<file path="config.mk">
export PLATFORM = sky130hd
export DESIGN_NAME = uart_rx_deserializer
export DESIGN_NICKNAME = d
export VERILOG_FILES = /design/src/rtl/uart_rx_deserializer.sv
export SDC_FILE = /design/constraint.sdc
export NUM_CORES = 1
export LEC_CHECK = 0
export ABC_CLOCK_PERIOD_IN_PS = 2450
export BUFFER_PORTS_ARGS = -buffer_cell sky130_fd_sc_hd__buf_2
export CAP_MARGIN = 40
export CORE_MARGIN = 2
export CORE_UTILIZATION = 50
export CTS_BUF_LIST = sky130_fd_sc_hd__clkbuf_2 sky130_fd_sc_hd__clkbuf_4 sky130_fd_sc_hd__clkbuf_8
export DETAILED_ROUTE_END_ITERATION = 12
export HOLD_SLACK_MARGIN = 0.08
export PLACE_DENSITY = 0.69
export REMOVE_ABC_BUFFERS = 1
export SKIP_LAST_GASP = 1
export SLEW_MARGIN = 15
export SYNTH_ARGS = -nofsm -noshare
export SYNTH_HDL_FRONTEND = slang
export SYNTH_SLANG_ARGS = --single-unit
</file>
<file path="constraint.sdc">
create_clock -name clk -period 2.45 [get_ports clk]
set_input_delay 0.49 -clock clk [delete_from_list [all_inputs] [get_ports clk]]
set_output_delay 0.49 -clock clk [all_outputs]
set_load 0.01 [all_outputs]
</file>
<file path="src/rtl/uart_rx_deserializer.sv">
// ============================================================================
// Module      : uart_rx_deserializer
// Description : 8N1 UART receiver with mid-bit sampling, false-start rejection
//               and framing check. Defining UART_RX_PARITY_EN switches to 8E1.
// Revision    : 1.0 - initial release
// ============================================================================
`default_nettype none

module uart_rx_deserializer #(
    parameter int CLKS_PER_BIT = 5208
) (
    input  logic       clk,
    input  logic       rst,
    input  logic       rx,
    output logic [7:0] rx_data,
    output logic       rx_valid,
    output logic       parity_err,
    output logic       frame_err,
    output logic [2:0] rx_state,
    output logic       busy
);

    localparam int CNT_W = $clog2(CLKS_PER_BIT);
    localparam logic [CNT_W-1:0] c_HALF_M1 = CNT_W'(CLKS_PER_BIT / 2 - 1);
    localparam logic [CNT_W-1:0] c_FULL_M1 = CNT_W'(CLKS_PER_BIT - 1);

    // Encoding is shared with the transmit mux so both can be probed together.
    typedef enum logic [2:0] {
        ST_IDLE      = 3'd0,
        ST_START_BIT = 3'd1,
        ST_RX_DATA   = 3'd2,
        ST_PARITY    = 3'd3,
        ST_STOP_BIT  = 3'd4,
        ST_WAIT_IDLE = 3'd5
    } state_t;

    state_t           r_state_q,  w_state_d;
    logic [1:0]       r_sync_q;
    logic [CNT_W-1:0] r_cnt_q,    w_cnt_d;
    logic [2:0]       r_idx_q,    w_idx_d;
    logic [7:0]       r_shift_q,  w_shift_d;
    logic [7:0]       r_data_q,   w_data_d;
    logic             r_valid_q,  w_valid_d;
    logic             r_perr_q,   w_perr_d;
    logic             r_ferr_q,   w_ferr_d;
`ifdef UART_RX_PARITY_EN
    logic             r_par_q,    w_par_d;
`endif
    logic             w_rx_s;

    assign w_rx_s = r_sync_q[1];

    always_comb begin
        w_state_d = r_state_q;
        w_cnt_d   = r_cnt_q + CNT_W'(1);
        w_idx_d   = r_idx_q;
        w_shift_d = r_shift_q;
        w_data_d  = r_data_q;
        w_valid_d = 1'b0;
        w_perr_d  = r_perr_q;
        w_ferr_d  = r_ferr_q;
`ifdef UART_RX_PARITY_EN
        w_par_d   = r_par_q;
`endif
        case (r_state_q)
            ST_IDLE: begin
                w_cnt_d = '0;
                if (!w_rx_s) begin
                    w_state_d = ST_START_BIT;
                end
            end
            ST_START_BIT: begin
                if (r_cnt_q == c_HALF_M1) begin
                    w_cnt_d = '0;
                    w_idx_d = 3'd0;
                    // A line that is already high again at mid-start is noise.
                    w_state_d = w_rx_s ? ST_IDLE : ST_RX_DATA;
                end
            end
            ST_RX_DATA: begin
                if (r_cnt_q == c_FULL_M1) begin
                    w_cnt_d            = '0;
                    w_shift_d[r_idx_q] = w_rx_s;
                    w_idx_d            = r_idx_q + 3'd1;
                    if (r_idx_q == 3'd7) begin
`ifdef UART_RX_PARITY_EN
                        w_state_d = ST_PARITY;
`else
                        w_state_d = ST_STOP_BIT;
`endif
                    end
                end
            end
`ifdef UART_RX_PARITY_EN
            ST_PARITY: begin
                if (r_cnt_q == c_FULL_M1) begin
                    w_cnt_d   = '0;
                    w_par_d   = w_rx_s;
                    w_state_d = ST_STOP_BIT;
                end
            end
`endif
            ST_STOP_BIT: begin
                if (r_cnt_q == c_FULL_M1) begin
                    w_cnt_d   = '0;
                    w_data_d  = r_shift_q;
                    w_valid_d = 1'b1;
                    w_ferr_d  = ~w_rx_s;
`ifdef UART_RX_PARITY_EN
                    w_perr_d  = (^r_shift_q) ^ r_par_q;
`else
                    w_perr_d  = 1'b0;
`endif
                    w_state_d = w_rx_s ? ST_IDLE : ST_WAIT_IDLE;
                end
            end
            ST_WAIT_IDLE: begin
                // Hold here so a stuck-low line yields one frame, not many.
                w_cnt_d = '0;
                if (w_rx_s) begin
                    w_state_d = ST_IDLE;
                end
            end
            default: begin
                w_cnt_d   = '0;
                w_state_d = ST_IDLE;
            end
        endcase
    end

    always_ff @(posedge clk) begin
        if (rst) begin
            r_state_q <= ST_IDLE;
            r_sync_q  <= 2'b11;
            r_cnt_q   <= '0;
            r_idx_q   <= 3'd0;
            r_shift_q <= 8'h00;
            r_data_q  <= 8'h00;
            r_valid_q <= 1'b0;
            r_perr_q  <= 1'b0;
            r_ferr_q  <= 1'b0;
`ifdef UART_RX_PARITY_EN
            r_par_q   <= 1'b0;
`endif
        end else begin
            r_state_q <= w_state_d;
            r_sync_q  <= {r_sync_q[0], rx};
            r_cnt_q   <= w_cnt_d;
            r_idx_q   <= w_idx_d;
            r_shift_q <= w_shift_d;
            r_data_q  <= w_data_d;
            r_valid_q <= w_valid_d;
            r_perr_q  <= w_perr_d;
            r_ferr_q  <= w_ferr_d;
`ifdef UART_RX_PARITY_EN
            r_par_q   <= w_par_d;
`endif
        end
    end

    assign rx_data    = r_data_q;
    assign rx_valid   = r_valid_q;
    assign parity_err = r_perr_q;
    assign frame_err  = r_ferr_q;
    assign rx_state   = r_state_q;
    assign busy       = (r_state_q != ST_IDLE);

endmodule

`default_nettype wire

</file>
# Word level (Yosys, flattened, before mapping)
# Index checks and enable logic that the tools add are counted.
# totals
regBits,39
latchBits,0
mem_bits_rw,0
romBits,0
input_bits,3
output_inout_bits,15
word_cells,56
mem_count,0
# classes
n_addsub,2
mul,0
n_div,0
order_cmp,2
eq_ne,13
shift,0
n_mux,19
n_bitwise,2
n_reduce_logical,10
# op_table
operator,n
$mux 3,9
$mux 13,2
$pmux 13 s2,1
$pmux 3 s5,1
$add 13x1->13 const B,1
$eq 13x12->1 const B,1
$eq 13x13->1 const B,1
$ne 2x2->1 const B,6
$eq 3x3->1 const B,3
$bwmux 8,1
$pmux 3 s2,1
$reduce_and 6->1,1
$lt 3x4->1 const B,1
$reduce_and 2->1,2
$reduce_or 2->1,2
$add 3x1->3 const B,1
$demux 1 s3,1
$eq 3x1->1 const B,1
$eq 3x2->1 const B,1
$ge 3x1->1 const B,1
$logic_not 3->1,1
$reduce_and 3->1,1
$reduce_bool 3->1,1
$mux 1,2
4 further kinds,5

# Logic depth before layout (Yosys ltp)
# Gate-level depths: netlist of the first run.
# depth
word_depth,5
depth_mapped,7
mapped_depth_nobuf,6

# Least setup slack after synthesis of the first run
# No wires, ideal clock.
# synth_path
kind,flip-flop to flip-flop
from,reg r_cnt_q[0]
to,reg r_cnt_q[11]
setup_ns,0.064
arrival_ns,1.637
required_time_ns,2.386
slack_ns,0.749
stages_incl_launch_ff,8
path_buffers,2
synth_period_minus_slack_ns,1.701
cell_sequence,dfxtp_1 -> ha_1 -> and4b_4 -> and3_1 -> buf_6 -> o32a_4 -> buf_6 -> nor2_1
# synth_between
elab_chain_len,3
elab_cells_between_ends,6
classes_between,add/sub (1); eq/ne (2); mux (3)
# synth_lines
element,line_no,text
from (decl),39,"logic [CNT_W-1:0] r_cnt_q, w_cnt_d;"
from (signal assigned),148,r_cnt_q <= w_cnt_d;
"$add 13x1->13, or another cell as far along",55,w_cnt_d = r_cnt_q + CNT_W'(1);
$mux 13 (on tied branches),"81, 104, 73",
$pmux 13 s2 (*),65,case (r_state_q)
# Mark *: on every way between the ends. The rest lies on a longest branch, timed or not.
# A chain may end at the register's enable or synchronous reset.

# Worst setup path in the final report of the first run
# layout_path
from,reg r_cnt_q[0]
to,reg r_data_q[3] (netlist: rx_data[3])
# layout_between
elab_chain_len,2
# layout_lines
element,line_no,text
$eq 13x13->1,104,if (r_cnt_q == c_FULL_M1) begin
$reduce_and 2->1 (no source line),-,
to (signal assigned),151,r_data_q <= w_data_d;
to (decl),42,"logic [7:0] r_data_q, w_data_d;"
# No other way between the ends.

==> results of run 1 <==
## flip-flops by register name (all words and copies together), names as in the netlist
name / cells
frame_err: 1
r_cnt_q: 13
r_idx_q: 3
r_shift_q: 8
r_sync_q: 2
rx_data: 8
rx_state: 3
rx_valid: 1
## routing by layer
layer / track usage (%) / part of all wire (%)
met4: 7.81 / 1.3
met5: 0 / 0
met1: 24.6 / 48
met2: 31.8 / 46
met3: 5.90 / 4.3
## final cells by class
class                   count  area share [%]
clock buffers               5            3.40
clock inverters             3           0.989
inverters                   5           0.928
multi-input cells         146            48.8
flip-flops and latches     39            38.6
well taps                  48            2.97
repair buffers             17            4.33
## worst reg2reg max path, stage by stage (launching register included)
cell                      delay, ps
sky130_fd_sc_hd__dfxtp_1        400
sky130_fd_sc_hd__ha_1           290
sky130_fd_sc_hd__and4b_4        300
sky130_fd_sc_hd__nand4_1        290
sky130_fd_sc_hd__buf_4          290
sky130_fd_sc_hd__mux2i_1        160
sky130_fd_sc_hd__nor2_1          60
## placed cells by master (no fill, tap or decap), types with 8 or more instances in the layout
master and count:
sky130_fd_sc_hd__a21oi_1 9, sky130_fd_sc_hd__xnor2_1 9, sky130_fd_sc_hd__dfxtp_1 39, sky130_fd_sc_hd__nor2_1 25, sky130_fd_sc_hd__buf_2 16, sky130_fd_sc_hd__nand3_1 12, sky130_fd_sc_hd__mux2i_1 11, sky130_fd_sc_hd__nand2_1 8
sky130_fd_sc_hd__nand4_1 10, sky130_fd_sc_hd__nand2b_1 9
## kinds of logic after synthesis
family	after synthesis	share of synthesized area [%]
AO/OA/AOI/OAI	23	8.72
XOR/XNOR	12	5.63
adder cells (fa/ha/maj)	3	2.01
buffers and inverters	18	5.23
flip-flops	39	41.9
multiplexers	11	5.90
other	1	0.201
AND/OR/NAND/NOR	96	30.4
## path summary, 6_finish.rpt
path / startpoint / endpoint / slack, ps / cells after the start
setup reg to reg: r_cnt_q[0]$_SDFF_PP0_ / rx_data[3]$_SDFFE_PP0P_ / 530 / 6
setup / recovery: r_cnt_q[0]$_SDFF_PP0_ / rx_data[3]$_SDFFE_PP0P_ / 530 / 6
hold / removal: rx / r_sync_q[0]$_SDFF_PP1_ / 370 / 2
hold reg to reg: r_sync_q[0]$_SDFF_PP1_ / r_sync_q[1]$_SDFF_PP1_ / 420 / 1
## report_power, final
part | total, uW | switching, uW | leakage (uW) | internal (uW)
clock | 437 | 239 | 0.0000402 | 198
combinational | 25.6 | 15.3 | 0.000430 | 10.3
sequential | 641 | 5.06 | 0.000315 | 636
## metrics by stage
step / std cells / setup WS (ps) / hold WS (ps)
2_1_floorplan: 190 / 539 / 389
3_3_place_gp: 255 / 642 / 400
3_5_place_dp: 255 / 547 / 408
4_1_cts: 263 / 545 / 359
5_1_grt: 263 / 389 / 362
6_report: 263 / 528 / 368
==> impl_metrics.xml, run 1 <==
<?xml version="1.0" encoding="UTF-8"?>
<metrics>
  <group name="place">
    <metric name="io_buffers" unit="">16</metric>
    <metric name="place.gp.congestion" unit="">0.848</metric>
    <metric name="placed_area" unit="sq mm">0.00193</metric>
    <metric name="place.detailed.hpwl" unit="microns">2530</metric>
  </group>
  <group name="clock_tree">
    <metric name="tritoncts" unit="">done</metric>
    <metric name="clk_latency" unit="ps">300</metric>
    <metric name="tritoncts_num_sinks" unit="">39</metric>
    <metric name="postCtsResizedCells" unit="">0</metric>
    <metric name="cts_made_buffers" unit="">5</metric>
    <metric name="ctsHtreeMaxLevel" unit="">2</metric>
    <metric name="max-clock-path-buffers" unit="">2</metric>
    <metric name="path_clk_slew" unit="ps">80</metric>
    <metric name="cts-hold-fix-buffers" unit="">0</metric>
    <metric name="cts_post_setup_buffers_inserted" unit="">0</metric>
    <metric name="clk_root_buffer_cell" unit="">sky130_fd_sc_hd__clkbuf_8</metric>
  </group>
  <group name="worst_setup_path">
    <metric name="path_buf_inv" unit="">1</metric>
    <metric name="data_arrival_time_of_the_critical_path" unit="ps">2090</metric>
    <metric name="critical_path.cell_chain" unit="">ha_1, and4b_4, nand4_1, buf_4, mux2i_1, nor2_1</metric>
    <metric name="critical_path.max_fanout" unit="">7</metric>
    <metric name="worstPathRequired" unit="ps">2620</metric>
    <metric name="setup.worst_path.end_class" unit="">flop</metric>
    <metric name="crit_path_max_incr_delay" unit="ps">400</metric>
    <metric name="critical_path.startpoint_type" unit="">flop</metric>
    <metric name="critPathTopFamily" unit="">simple AND/OR/NAND/NOR gates</metric>
    <metric name="crit_type" unit="">reg2reg</metric>
    <metric name="master_of_the_slowest_instance_on_the_critical_path" unit="">sky130_fd_sc_hd__dfxtp_1</metric>
  </group>
  <group name="logic_synthesis">
    <metric name="yosys-top-cells-count" unit="">sky130_fd_sc_hd__dfxtp_1, sky130_fd_sc_hd__nor2_1, sky130_fd_sc_hd__nand3_1, sky130_fd_sc_hd__mux2i_1, sky130_fd_sc_hd__nand4_1</metric>
    <metric name="asyncSetResetFlopFracSynth" unit="%">0</metric>
    <metric name="yosysTopAreaCellShare" unit="%">41.9</metric>
    <metric name="syn-mean-instance-area" unit="sq um">9.19</metric>
    <metric name="netlist_instances" unit="">203</metric>
    <metric name="yosysWarningCount" unit="">0</metric>
    <metric name="yosysMostFrequentCell" unit="">sky130_fd_sc_hd__dfxtp_1</metric>
    <metric name="yosys.cell_types.count" unit="">42</metric>
    <metric name="ys_seq_elements" unit="">39</metric>
    <metric name="synth-main-ff-cell" unit="">sky130_fd_sc_hd__dfxtp_1</metric>
    <metric name="synth_area" unit="sq mm">0.00187</metric>
    <metric name="synth_seq_area_share" unit="%">41.9</metric>
    <metric name="netlist_top_cells_area" unit="">sky130_fd_sc_hd__dfxtp_1, sky130_fd_sc_hd__mux2i_1, sky130_fd_sc_hd__nor2_1</metric>
    <metric name="synth_top_area_cell" unit="">sky130_fd_sc_hd__dfxtp_1</metric>
    <metric name="synth_edf_count" unit="">0</metric>
  </group>
  <group name="timing">
    <metric name="finalSetupTns" unit="ps">0</metric>
    <metric name="finalSetupViolations" unit="">0</metric>
    <metric name="rsz0062_at_grt" unit="">no</metric>
    <metric name="finalHoldViolations" unit="">0</metric>
    <metric name="max_freq" unit="MHz">520</metric>
    <metric name="skew" unit="ps">9.18</metric>
    <metric name="min_period_over_period" unit="%">78.5</metric>
    <metric name="report.final.slew_viol_count" unit="">0</metric>
    <metric name="min_cycle_time_layout" unit="ps">1920</metric>
  </group>
  <group name="finish">
    <metric name="area.growth.synth_to_final" unit="%">8.45</metric>
    <metric name="nets" unit="">220</metric>
    <metric name="insertedDiodeCount" unit="">0</metric>
    <metric name="multi_input_comb_area" unit="sq um">987</metric>
    <metric name="finalInstanceArea" unit="sq mm">0.00202</metric>
    <metric name="filler_cell_count" unit="">343</metric>
    <metric name="post_route_cells_drive_above_1_share" unit="%">15.8</metric>
    <metric name="area_of_all_sequential_standard_cells" unit="sq um">781</metric>
    <metric name="fin_util" unit="%">55.7</metric>
  </group>
  <group name="outcome">
    <metric name="status" unit="">completed</metric>
  </group>
  <group name="power">
    <metric name="leakage_power_summed_over_all_cells" unit="uW">0.000784</metric>
    <metric name="totalPowerFinal" unit="uW">1100</metric>
    <metric name="power-per-cell-area" unit="mW/mm^2">546</metric>
    <metric name="worst_ir_drop_on_vdd" unit="mV">0.309</metric>
  </group>
  <group name="floorplan">
    <metric name="core-area" unit="sq mm">0.00363</metric>
    <metric name="initial_utilization" unit="%">51.3</metric>
    <metric name="io_pins" unit="">18</metric>
    <metric name="chip_width" unit="microns">65.1</metric>
    <metric name="fp.dieH" unit="microns">65.1</metric>
    <metric name="standard_cell_rows" unit="">22</metric>
    <metric name="die_area" unit="sq mm">0.00424</metric>
  </group>
  <group name="route">
    <metric name="drtIter0Drc" unit="">78</metric>
    <metric name="final_routed_wirelength" unit="microns">3780</metric>
    <metric name="avgRoutedWirePerCell" unit="microns">14.4</metric>
    <metric name="ant_nets" unit="">0</metric>
    <metric name="viasPerCell" unit="">5.60</metric>
    <metric name="dr_total_vias" unit="">1472</metric>
    <metric name="detail_route.first_pass.iterations" unit="">4</metric>
    <metric name="drc_errors" unit="">0</metric>
  </group>
  <group name="job">
    <metric name="maxCapViolations" unit="">0</metric>
  </group>
  <group name="grt">
    <metric name="grt_antenna_before_repair" unit="">0</metric>
    <metric name="first_global_vias" unit="">1403</metric>
    <metric name="grt_first_pass_wirelength" unit="microns">6430</metric>
    <metric name="global_route.overflow_total" unit="">0</metric>
    <metric name="grt.total_usage" unit="%">19.7</metric>
    <metric name="grt_start_max_net_pins" unit="">32</metric>
  </group>
  <group name="min_path">
    <metric name="worstHoldPathType" unit="">in2reg</metric>
  </group>
</metrics>
Note: power is estimated with default switching activity, not from simulation.
==> run 2, diff against run 1 <==
--- a/config.mk
+++ b/config.mk
@@ -5,7 +5,7 @@
 export SDC_FILE = /design/constraint.sdc
 export NUM_CORES = 1
 export LEC_CHECK = 0
-export ABC_CLOCK_PERIOD_IN_PS = 2450
+export ABC_CLOCK_PERIOD_IN_PS = 1890
 export BUFFER_PORTS_ARGS = -buffer_cell sky130_fd_sc_hd__buf_2
 export CAP_MARGIN = 40
 export CORE_MARGIN = 2
==> constraint.sdc (replaced) <==
create_clock -name clk -period 1.89 [get_ports clk]
set_input_delay 0.378 -clock clk [delete_from_list [all_inputs] [get_ports clk]]
set_output_delay 0.378 -clock clk [all_outputs]
set_load 0.01 [all_outputs]
==> run 2 against run 1 <==
  * Via count rose by 2.0%
  * Critical endpoint is now r_cnt_q[10]$_SDFF_PP0_
  * Die area did not move
  * Sequential share of layout area fell by 0.95 points
  * Global-route usage fell by 0.27 points
  * Sequential cell count did not move
  * Hold slack got worse by 110 ps
  * Largest power group unchanged
  * First-iteration DRC count fell by 13%
  * Clock skew fell by 4.2 ps
  * Final cell count rose by 1.9%
  * Design area rose by 2.5%
==> impl_metrics.xml, run 2 (synthesis gave the netlist of run 1 again) <==
<?xml version="1.0" encoding="UTF-8"?>
<metrics>
  <group name="outcome">
    <metric name="status" unit="">completed</metric>
  </group>
  <group name="floorplan">
    <metric name="chip_width" unit="microns">65.1</metric>
    <metric name="core-area" unit="sq mm">0.00363</metric>
    <metric name="io_pins" unit="">18</metric>
    <metric name="standard_cell_rows" unit="">22</metric>
    <metric name="initial_utilization" unit="%">51.3</metric>
    <metric name="die_area" unit="sq mm">0.00424</metric>
    <metric name="fp.dieH" unit="microns">65.1</metric>
  </group>
  <group name="timing">
    <metric name="finalSetupTns" unit="ps">0</metric>
    <metric name="finalHoldViolations" unit="">0</metric>
    <metric name="rsz0062_at_grt" unit="">no</metric>
    <metric name="max_freq" unit="MHz">573</metric>
    <metric name="report.final.slew_viol_count" unit="">0</metric>
    <metric name="skew" unit="ps">4.96</metric>
    <metric name="finalSetupViolations" unit="">0</metric>
    <metric name="whs" unit="ps">258</metric>
    <metric name="min_period_over_period" unit="%">92.3</metric>
    <metric name="min_cycle_time_layout" unit="ps">1740</metric>
  </group>
  <group name="finish">
    <metric name="largest-register" unit="">r_cnt_q</metric>
    <metric name="multi_input_comb_area" unit="sq mm">0.00100</metric>
    <metric name="most-common-layout-cells" unit="">sky130_fd_sc_hd__dfxtp_1, sky130_fd_sc_hd__nor2_1, sky130_fd_sc_hd__buf_2</metric>
    <metric name="filler_cell_count" unit="">335</metric>
    <metric name="finalInstanceArea" unit="sq mm">0.00207</metric>
    <metric name="area_of_all_sequential_standard_cells" unit="sq um">781</metric>
    <metric name="most_common_cell_after_layout_fill_and_taps_aside" unit="">sky130_fd_sc_hd__dfxtp_1</metric>
    <metric name="nets" unit="">225</metric>
    <metric name="max_ffs_per_register" unit="">13</metric>
    <metric name="area.growth.synth_to_final" unit="%">11.2</metric>
    <metric name="post_route_cells_drive_above_1_share" unit="%">19.1</metric>
    <metric name="insertedDiodeCount" unit="">0</metric>
  </group>
  <group name="clock_tree">
    <metric name="tritoncts_num_sinks" unit="">39</metric>
    <metric name="ctsHtreeMaxLevel" unit="">2</metric>
    <metric name="path_clk_slew" unit="ps">80</metric>
    <metric name="max-clock-path-buffers" unit="">2</metric>
    <metric name="tritoncts" unit="">done</metric>
    <metric name="clk_root_buffer_cell" unit="">sky130_fd_sc_hd__clkbuf_8</metric>
    <metric name="clk_latency" unit="ps">300</metric>
    <metric name="cts_made_buffers" unit="">5</metric>
  </group>
  <group name="route">
    <metric name="viasPerCell" unit="">5.60</metric>
    <metric name="dr_total_vias" unit="">1501</metric>
    <metric name="drc_errors" unit="">0</metric>
    <metric name="final_routed_wirelength" unit="microns">3680</metric>
    <metric name="drtIter0Drc" unit="">68</metric>
    <metric name="ant_nets" unit="">0</metric>
    <metric name="avgRoutedWirePerCell" unit="microns">13.7</metric>
    <metric name="detail_route.first_pass.iterations" unit="">4</metric>
  </group>
  <group name="worst_setup_path">
    <metric name="crit_type" unit="">reg2reg</metric>
    <metric name="r2r-end" unit="">r_cnt_q[10]$_SDFF_PP0_</metric>
    <metric name="reg2reg_from" unit="">r_cnt_q[0]$_SDFF_PP0_</metric>
    <metric name="r2r_slack" unit="ps">150</metric>
    <metric name="setup.worst_path.end_class" unit="">flop</metric>
    <metric name="critical_path.startpoint_type" unit="">flop</metric>
    <metric name="worst_r2r_path_depth" unit="">5</metric>
    <metric name="worstPathRequired" unit="ps">2080</metric>
    <metric name="data_arrival_time_of_the_critical_path" unit="ps">1940</metric>
    <metric name="critical_path.max_fanout" unit="">13</metric>
  </group>
  <group name="grt">
    <metric name="first_global_vias" unit="">1374</metric>
    <metric name="global_route.overflow_total" unit="">0</metric>
    <metric name="grt_antenna_before_repair" unit="">0</metric>
    <metric name="grt.total_usage" unit="%">19.5</metric>
    <metric name="grt_start_max_net_pins" unit="">32</metric>
    <metric name="grt_first_pass_wirelength" unit="microns">6290</metric>
  </group>
  <group name="job">
    <metric name="maxCapViolations" unit="">0</metric>
  </group>
  <group name="min_path">
    <metric name="min-delay-start" unit="">rx</metric>
    <metric name="worst_hold_path.endpoint" unit="">r_sync_q[0]$_SDFF_PP1_</metric>
    <metric name="timing.hold.worst_path_depth" unit="">2</metric>
    <metric name="worstHoldPathType" unit="">in2reg</metric>
  </group>
  <group name="power">
    <metric name="leakage_power_summed_over_all_cells" unit="uW">0.000805</metric>
    <metric name="worst_ir_drop_on_vdd" unit="mV">0.374</metric>
    <metric name="power-per-cell-area" unit="mW/mm^2">686</metric>
  </group>
  <group name="place">
    <metric name="place.detailed.hpwl" unit="microns">2580</metric>
    <metric name="io_buffers" unit="">16</metric>
    <metric name="place.gp.congestion" unit="">0.819</metric>
    <metric name="placed_area" unit="sq mm">0.00196</metric>
  </group>
</metrics>
==> run 2: cell types whose count changed in the layout (fill, tap and decap cells not counted), sizes merged <==
cell  previous run  this run
buf             17        22
==> run 2: worst max path at each step <==
stage / end / depth (start not counted) / slack [ps] / from
4_1_cts: r_shift_q[2]$_SDFFE_PP0P_ / 5 / 110 / r_cnt_q[0]$_SDFF_PP0_
3_3_place_gp: rx_data[0]$_SDFFE_PP0P_ / 6 / 170 / r_cnt_q[0]$_SDFF_PP0_
3_5_place_dp: rx_data[3]$_SDFFE_PP0P_ / 6 / 120 / r_cnt_q[0]$_SDFF_PP0_
6_report: r_cnt_q[10]$_SDFF_PP0_ / 5 / 150 / r_cnt_q[0]$_SDFF_PP0_
5_1_grt: rx_data[3]$_SDFFE_PP0P_ / 6 / 30 / r_cnt_q[0]$_SDFF_PP0_
2_1_floorplan: frame_err$_SDFFE_PP0P_ / 5 / -20 / r_cnt_q[0]$_SDFF_PP0_
==> run 2: through the flow <==
stage	total power (uW)	std cells	utilization (%)	setup WS (ps)
after floorplan	867	190	-	-20.6
after global placement	883	259	54.1	166
after detailed placement	884	259	54.1	115
after CTS	1440	267	56.5	107
after global routing	1480	268	57.1	32.8
final	1420	268	57.1	146
==> run 2: layer usage <==
layer  vias up  GRT usage (%)  wire, microns
met1       702           24.2           1660
met4         0           9.38             84
li1        751              -              -
met5         -              0              0
met3        10           5.38            166
met2        38           31.1           1770
==> run 2: worst max-delay path, cell delays in order (launching register included) <==
cell and delay [ps]:
sky130_fd_sc_hd__dfxtp_1 400, sky130_fd_sc_hd__ha_2 260, sky130_fd_sc_hd__and4b_4 280, sky130_fd_sc_hd__and3_1 350, sky130_fd_sc_hd__o32a_4 280, sky130_fd_sc_hd__nor2_1 70
==> run 2: layout make-up <==
| type | instances | share of cell area, % |
|---|---|---|
| multi-input cells | 146 | 48.3 |
| clock inverters | 3 | 0.965 |
| inverters | 5 | 0.905 |
| well taps | 48 | 2.90 |
| flip-flops and latches | 39 | 37.6 |
| clock buffers | 5 | 3.32 |
| repair buffers | 22 | 6.03 |
==> run 2: repair_timing <==
item,CTS,global route
setup buffers,0,1
hold buffers,0,0
resized for setup,0,3
endpoints found under the setup margin,0,6
==> run 2: report_power, final <==
group	total [uW]	internal, uW	switching (uW)	leakage (uW)
Clock	559	256	302	0.0000402
Sequential	832	825	6.73	0.000315
Combinational	33.0	13.3	19.7	0.000450
